### src/rtl/seg7_scan_capture.sv
// seg7_scan_capture: rebuilds the hex digits shown on a multiplexed 7-segment bus
module seg7_scan_capture #(
    parameter int DIGITS = 8,
    parameter int STABLE = 4
) (
    input  logic                  clk,
    input  logic                  clrn,
    input  logic [6:0]            seg,
    input  logic [DIGITS-1:0]     an,
    output logic [4*DIGITS-1:0]   digits,
    output logic [DIGITS-1:0]     dvalid,
    output logic [DIGITS-1:0]     blank,
    output logic                  frame_done,
    output logic                  pat_err,
    output logic                  an_err,
    output logic [2:0]            err_idx
);
    logic [6:0]          r_seg;
    logic [DIGITS-1:0]   r_an;
    logic [3:0]          r_cnt;
    logic [DIGITS-1:0]   r_seen;
    logic [4*DIGITS-1:0] r_digits;
    logic [DIGITS-1:0]   r_dvalid;
    logic [DIGITS-1:0]   r_blank;
    logic                r_frame;
    logic                r_pat_err;
    logic                r_an_err;
    logic [2:0]          r_err_idx;
    logic                w_same;
    logic                w_cap;
    logic                w_multi;
    logic                w_one;
    logic                w_hit;
    logic                w_dark;
    logic [3:0]          w_nib;
    logic [2:0]          w_idx;
    logic [DIGITS-1:0]   w_seen_nx;

    // the incoming pair is compared with the registered one, so the first cycle of a new value loads 0
    assign w_same    = (seg == r_seg) && (an == r_an);
    assign w_cap     = w_same && (r_cnt == 4'(STABLE - 1));
    assign w_multi   = |(r_an & (r_an - DIGITS'(1)));
    assign w_one     = (r_an != '0) && !w_multi;
    assign w_dark    = (r_seg == 7'h00);
    assign w_seen_nx = r_seen | r_an;

    // segment pattern to nibble lookup; blank and unknown patterns both miss
    always_comb begin
        w_hit = 1'b1;
        w_nib = 4'h0;
        case (r_seg)
            7'h3F: w_nib = 4'h0;
            7'h06: w_nib = 4'h1;
            7'h5B: w_nib = 4'h2;
            7'h4F: w_nib = 4'h3;
            7'h66: w_nib = 4'h4;
            7'h6D: w_nib = 4'h5;
            7'h7D: w_nib = 4'h6;
            7'h07: w_nib = 4'h7;
            7'h7F: w_nib = 4'h8;
            7'h6F: w_nib = 4'h9;
            7'h77: w_nib = 4'hA;
            7'h7C: w_nib = 4'hB;
            7'h39: w_nib = 4'hC;
            7'h5E: w_nib = 4'hD;
            7'h79: w_nib = 4'hE;
            7'h71: w_nib = 4'hF;
            default: w_hit = 1'b0;
        endcase
    end

    // index of the active anode, only meaningful when it is one-hot
    always_comb begin
        w_idx = 3'd0;
        for (int k = 0; k < DIGITS; k++)
            if (r_an[k]) w_idx = 3'(k);
    end

    // input registers and the saturating stability counter
    always_ff @(posedge clk or negedge clrn) begin
        if (!clrn) begin
            r_seg <= '0;
            r_an  <= '0;
            r_cnt <= '0;
        end else begin
            r_seg <= seg;
            r_an  <= an;
            r_cnt <= !w_same ? 4'd0 : (r_cnt == 4'(STABLE)) ? r_cnt : r_cnt + 4'd1;
        end
    end

    // capture: update the addressed digit, raise error pulses and close the frame
    always_ff @(posedge clk or negedge clrn) begin
        if (!clrn) begin
            r_seen    <= '0;
            r_digits  <= '0;
            r_dvalid  <= '0;
            r_blank   <= '0;
            r_frame   <= 1'b0;
            r_pat_err <= 1'b0;
            r_an_err  <= 1'b0;
            r_err_idx <= 3'd0;
        end else begin
            r_frame   <= 1'b0;
            r_pat_err <= 1'b0;
            r_an_err  <= w_cap && w_multi;
            if (w_cap && w_one) begin
                r_seen  <= (&w_seen_nx) ? '0 : w_seen_nx;
                r_frame <= &w_seen_nx;
                if (!w_hit && !w_dark) begin
                    r_pat_err <= 1'b1;
                    r_err_idx <= w_idx;
                end
                for (int k = 0; k < DIGITS; k++) begin
                    if (r_an[k]) begin
                        r_dvalid[k] <= w_hit;
                        r_blank[k]  <= w_dark;
                        if (w_hit || w_dark) r_digits[4*k +: 4] <= w_nib;
                    end
                end
            end
        end
    end

    assign digits     = r_digits;
    assign dvalid     = r_dvalid;
    assign blank      = r_blank;
    assign frame_done = r_frame;
    assign pat_err    = r_pat_err;
    assign an_err     = r_an_err;
    assign err_idx    = r_err_idx;
endmodule
### config.mk
export PLATFORM = sky130hd
export DESIGN_NAME = seg7_scan_capture
export DESIGN_NICKNAME = d
export VERILOG_FILES = /design/src/rtl/seg7_scan_capture.sv
export SDC_FILE = /design/constraint.sdc
export NUM_CORES = 1
export LEC_CHECK = 0
export ABC_AREA = 1
export BUFFER_PORTS_ARGS = -buffer_cell sky130_fd_sc_hd__clkbuf_2
export CAP_MARGIN = 20
export CORE_MARGIN = 2
export CORE_UTILIZATION = 45
export DETAILED_ROUTE_END_ITERATION = 8
export GPL_TIMING_DRIVEN = 0
export HOLD_SLACK_MARGIN = 0.06
export PLACE_DENSITY = 0.69
export SLEW_MARGIN = 40
export SYNTH_ARGS = -nofsm -noshare
export SYNTH_HDL_FRONTEND = slang
export SYNTH_SLANG_ARGS = --single-unit
### constraint.sdc
create_clock -name clk -period 1.9 [get_ports clk]
set_clock_uncertainty 0.15 [all_clocks]
set_input_delay 0 -clock clk [delete_from_list [all_inputs] [get_ports clk]]
set_output_delay 0 -clock clk [all_outputs]
set_load 0.01 [all_outputs]
==> impl_results.md <==
* Max clock buf depth at 2
* Failing checks: setup timing
* Worst slew pin tran at between 0.5 and 0.6 ns
* Top Ports at 71
* Setup CP Type: flop to flop
* Wire per inst at between 10 and 15 µm
* Relative slew slack at 62.5%
* Critical path capture point: r_seen[4]
* Row cnt at 34
* Max Slew Vio Count at 0
* RSZ-0062 raised after global routing: yes
* Switching Fraction at between 20% and 30%
* Setup WS pre-CTS at -0.680 ns
* Final hold violation count at 0
* Tmin final at roughly 2.1 ns
* Net Switching at about 970 µW
* Die area at roughly 0.0095 mm²
* Clock share of power at between 30% and 40%
* Clk slew on worst S/H paths at approximately 0.090 ns
* Diode count at 0
* Htree depth at 3
* Final GP Congestion at about 0.97
* Root Buffer: clkbuf_8
* Cells after synthesis at about 490
* First-pass GRT wire length at about 18000 µm
* Crit path launch: r_an[3]
* CTS tree: yes
* Worst Reg-to-Reg Cells at 12
* Hpwl dp at around 6700 µm
* Total CTS buffers at 9
* Iteration count of the initial detailed-routing pass at 5
* Met3 routed WL at around 580 µm
* Int Power at 2.51 mW
* Final wirelength at ~11000 µm
* Cell leakage power at 3.08 nW
* Final worst-path cycle share at 112%
* CP Data Required Time at roughly 2 ns
* Setup violators final at between 60 and 70
* Synth Area per Inst at between 8 and 9 µm²
* Input/output buffers at 70
* Largest net degree at the start of global routing at 65
* DR vias/cell at ~5.1
* Comb power frac at 10.8%
* Commonest non-fill, non-tap cell in the layout: nand2_1
* Core Footprint at between 0.008 and 0.009 mm²
* Share of post-route cells with drive strength above 1 at around two fifths
* Routed met1 length at approximately 4400 µm
* Grt total ovfl at 0
* Gr usage total at between 20% and 30%
* Syn nets at about 510
* Post-synth cell types at 32
* Clk sinks at 81
* Reg2reg start: r_an[3]
* Initial antenna violation count at 0
* Die Height at roughly 97 µm
* FMAX at approximately 470 MHz
* Max-Cap Viols at 0
* Via Count at around 3800
* Sequential share of power at between 50% and 60%
* Run status: finished, violations left
* Reg2reg setup slack at -0.23 ns
* R2r endpoint: r_seen[4]
* Register area share after synthesis at 51.8%
* Nets@finish at approximately 650
* CP max FO at 6
* Met2 WL post-DR at 5630 µm
* Post-route ant nets at 0
* # DRC at 0
* Startpoint type of the worst setup path: flop
* Setup TNS at -9.08 ns
* Final setup margin at -0.225 ns
* Vias in the first global route at around 3700
* Die width at 97.2 µm
* Initial core utilization at roughly 46%
* Peak VDD IR at 420 µV
* Initial drt markers at about 190
* Worst Setup End Kind: flop
* Yosys synthesis warning count at 0
* Number of synthesized register bits at between 80 and 90
* Hold/Removal Path Class: input port to async pin
* Crit path DAT at 2.26 ns
* Mapped Area at 0.00391 mm²
* PwrDens at 615 mW/mm²
* Clk_lat worst skew at approximately 0.35 ns
* Area grow syn2layout at 44.7%
* Top Metal Used: met4
* Most frequent cells in the layout: nand2_1 (163), dfrtp_1 (75), clkbuf_2 (70), nand3_1 (38), inv_1 (35)
## layout make-up
cell class / count / area, µm²
clock buffers: 9 / 124
repair buffers: 129 / 941
flip-flops and latches: 81 / 2030
well taps: 108 / 135
inverters: 45 / 184
fillers: 662 / 2890
plain buffers: 8 / 75.1
clock inverters: 7 / 82.6
multi-input cells: 355 / 2080
## cells by family after synthesis
logic type	share of synthesized area [%]
flip-flops	51.8
buffers and inverters	5.70
AND/OR/NAND/NOR	37.9
XOR/XNOR	0.448
adder cells (fa/ha/maj)	0.640
AO/OA/AOI/OAI	3.52
## worst min path at each step
stage / end / depth (start not counted)
after floorplan: an_err / 0
after global placement: r_seg[1] / 1
after detailed placement: blank[6] / 1
after CTS: digits[19] / 3
after global routing: blank[7] / 3
final: r_an[6] / 3
## cells in the mapped netlist, drive strengths merged
library cell | n | area, µm²
nand2 | 202 | 776
dfrtp | 81 | 2030
nand3 | 55 | 285
nor2 | 52 | 239
inv | 45 | 169
o21ai | 12 | 60.1
nor3 | 9 | 135
a21oi | 8 | 40.0
buf | 6 | 42.5
nand4 | 4 | 31.3
clkbuf | 3 | 11.3
ha | 2 | 25.0
a22oi | 1 | 7.51
and3 | 1 | 6.26
nand3b | 1 | 7.51
o2111ai | 1 | 8.76
o21a | 1 | 7.51
o21bai | 1 | 7.51
o22ai | 1 | 6.26
xnor2 | 1 | 8.76
xor2 | 1 | 8.76
## per-stage QoR
stage          cell area [µm²]  std cells  power (mW)  hold slack, ns  utilization (%)
6_report                  5660        742        3.48          0.0466             66.2
5_1_grt                   5660        742        3.61          0.0723             66.2
4_1_cts                   5390        732        3.44          0.0748             63.0
3_5_place_dp              4450        667        2.03          -0.283             52.0
3_3_place_gp              4410        666        2.01         -0.0130             51.6
2_1_floorplan             3930        488        1.92          -0.446                -
## power by group through the flow
| stage | registers, mW | clock network, mW | logic (mW) |
|---|---|---|---|
| final | 1.76 | 1.34 | 0.374 |
| after global routing | 1.77 | 1.44 | 0.409 |
| after CTS | 1.76 | 1.36 | 0.315 |
| after detailed placement | 1.80 | 0 | 0.235 |
| after global placement | 1.79 | 0 | 0.220 |
| after floorplan | 1.79 | 0 | 0.133 |
## sequential cells by signal (all words and copies together), names as in the netlist
register / count
pat_err: 1
frame_done: 1
err_idx: 3
an_err: 1
blank: 8
dvalid: 8
r_an: 8
r_cnt: 4
digits: 32
r_seg: 7
r_seen: 8
## critical path: stages, from the launching register on
cell	delay [ns]
dfrtp_2	0.48
buf_6	0.14
nand2_2	0.06
nand2_2	0.05
nor2_2	0.09
nand3_2	0.09
nor2_4	0.23
nand2_4	0.11
buf_4	0.15
nor3_4	0.18
buf_6	0.15
nor2_1	0.06
nor2_1	0.11
## metal layers
| metal | GRT usage, % | vias to the layer above |
|---|---|---|
| met5 | 0 | - |
| met4 | 6.30 | 0 |
| met2 | 39.8 | 124 |
| li1 | - | 1831 |
| met1 | 29.0 | 1781 |
| met3 | 4.89 | 22 |
## what timing repair did
item | 4_1_cts | 5_1_grt
hold buffers | 17 | 0
resized for setup | 72 | 71
cloned | 4 | 0
pin swaps | 33 | 51
endpoints found under the hold margin | 100 | 0
buffers inserted | 28 | 13
setup endpoints to repair | 61 | 62
No activity file was read; power rests on OpenSTA's default activity.
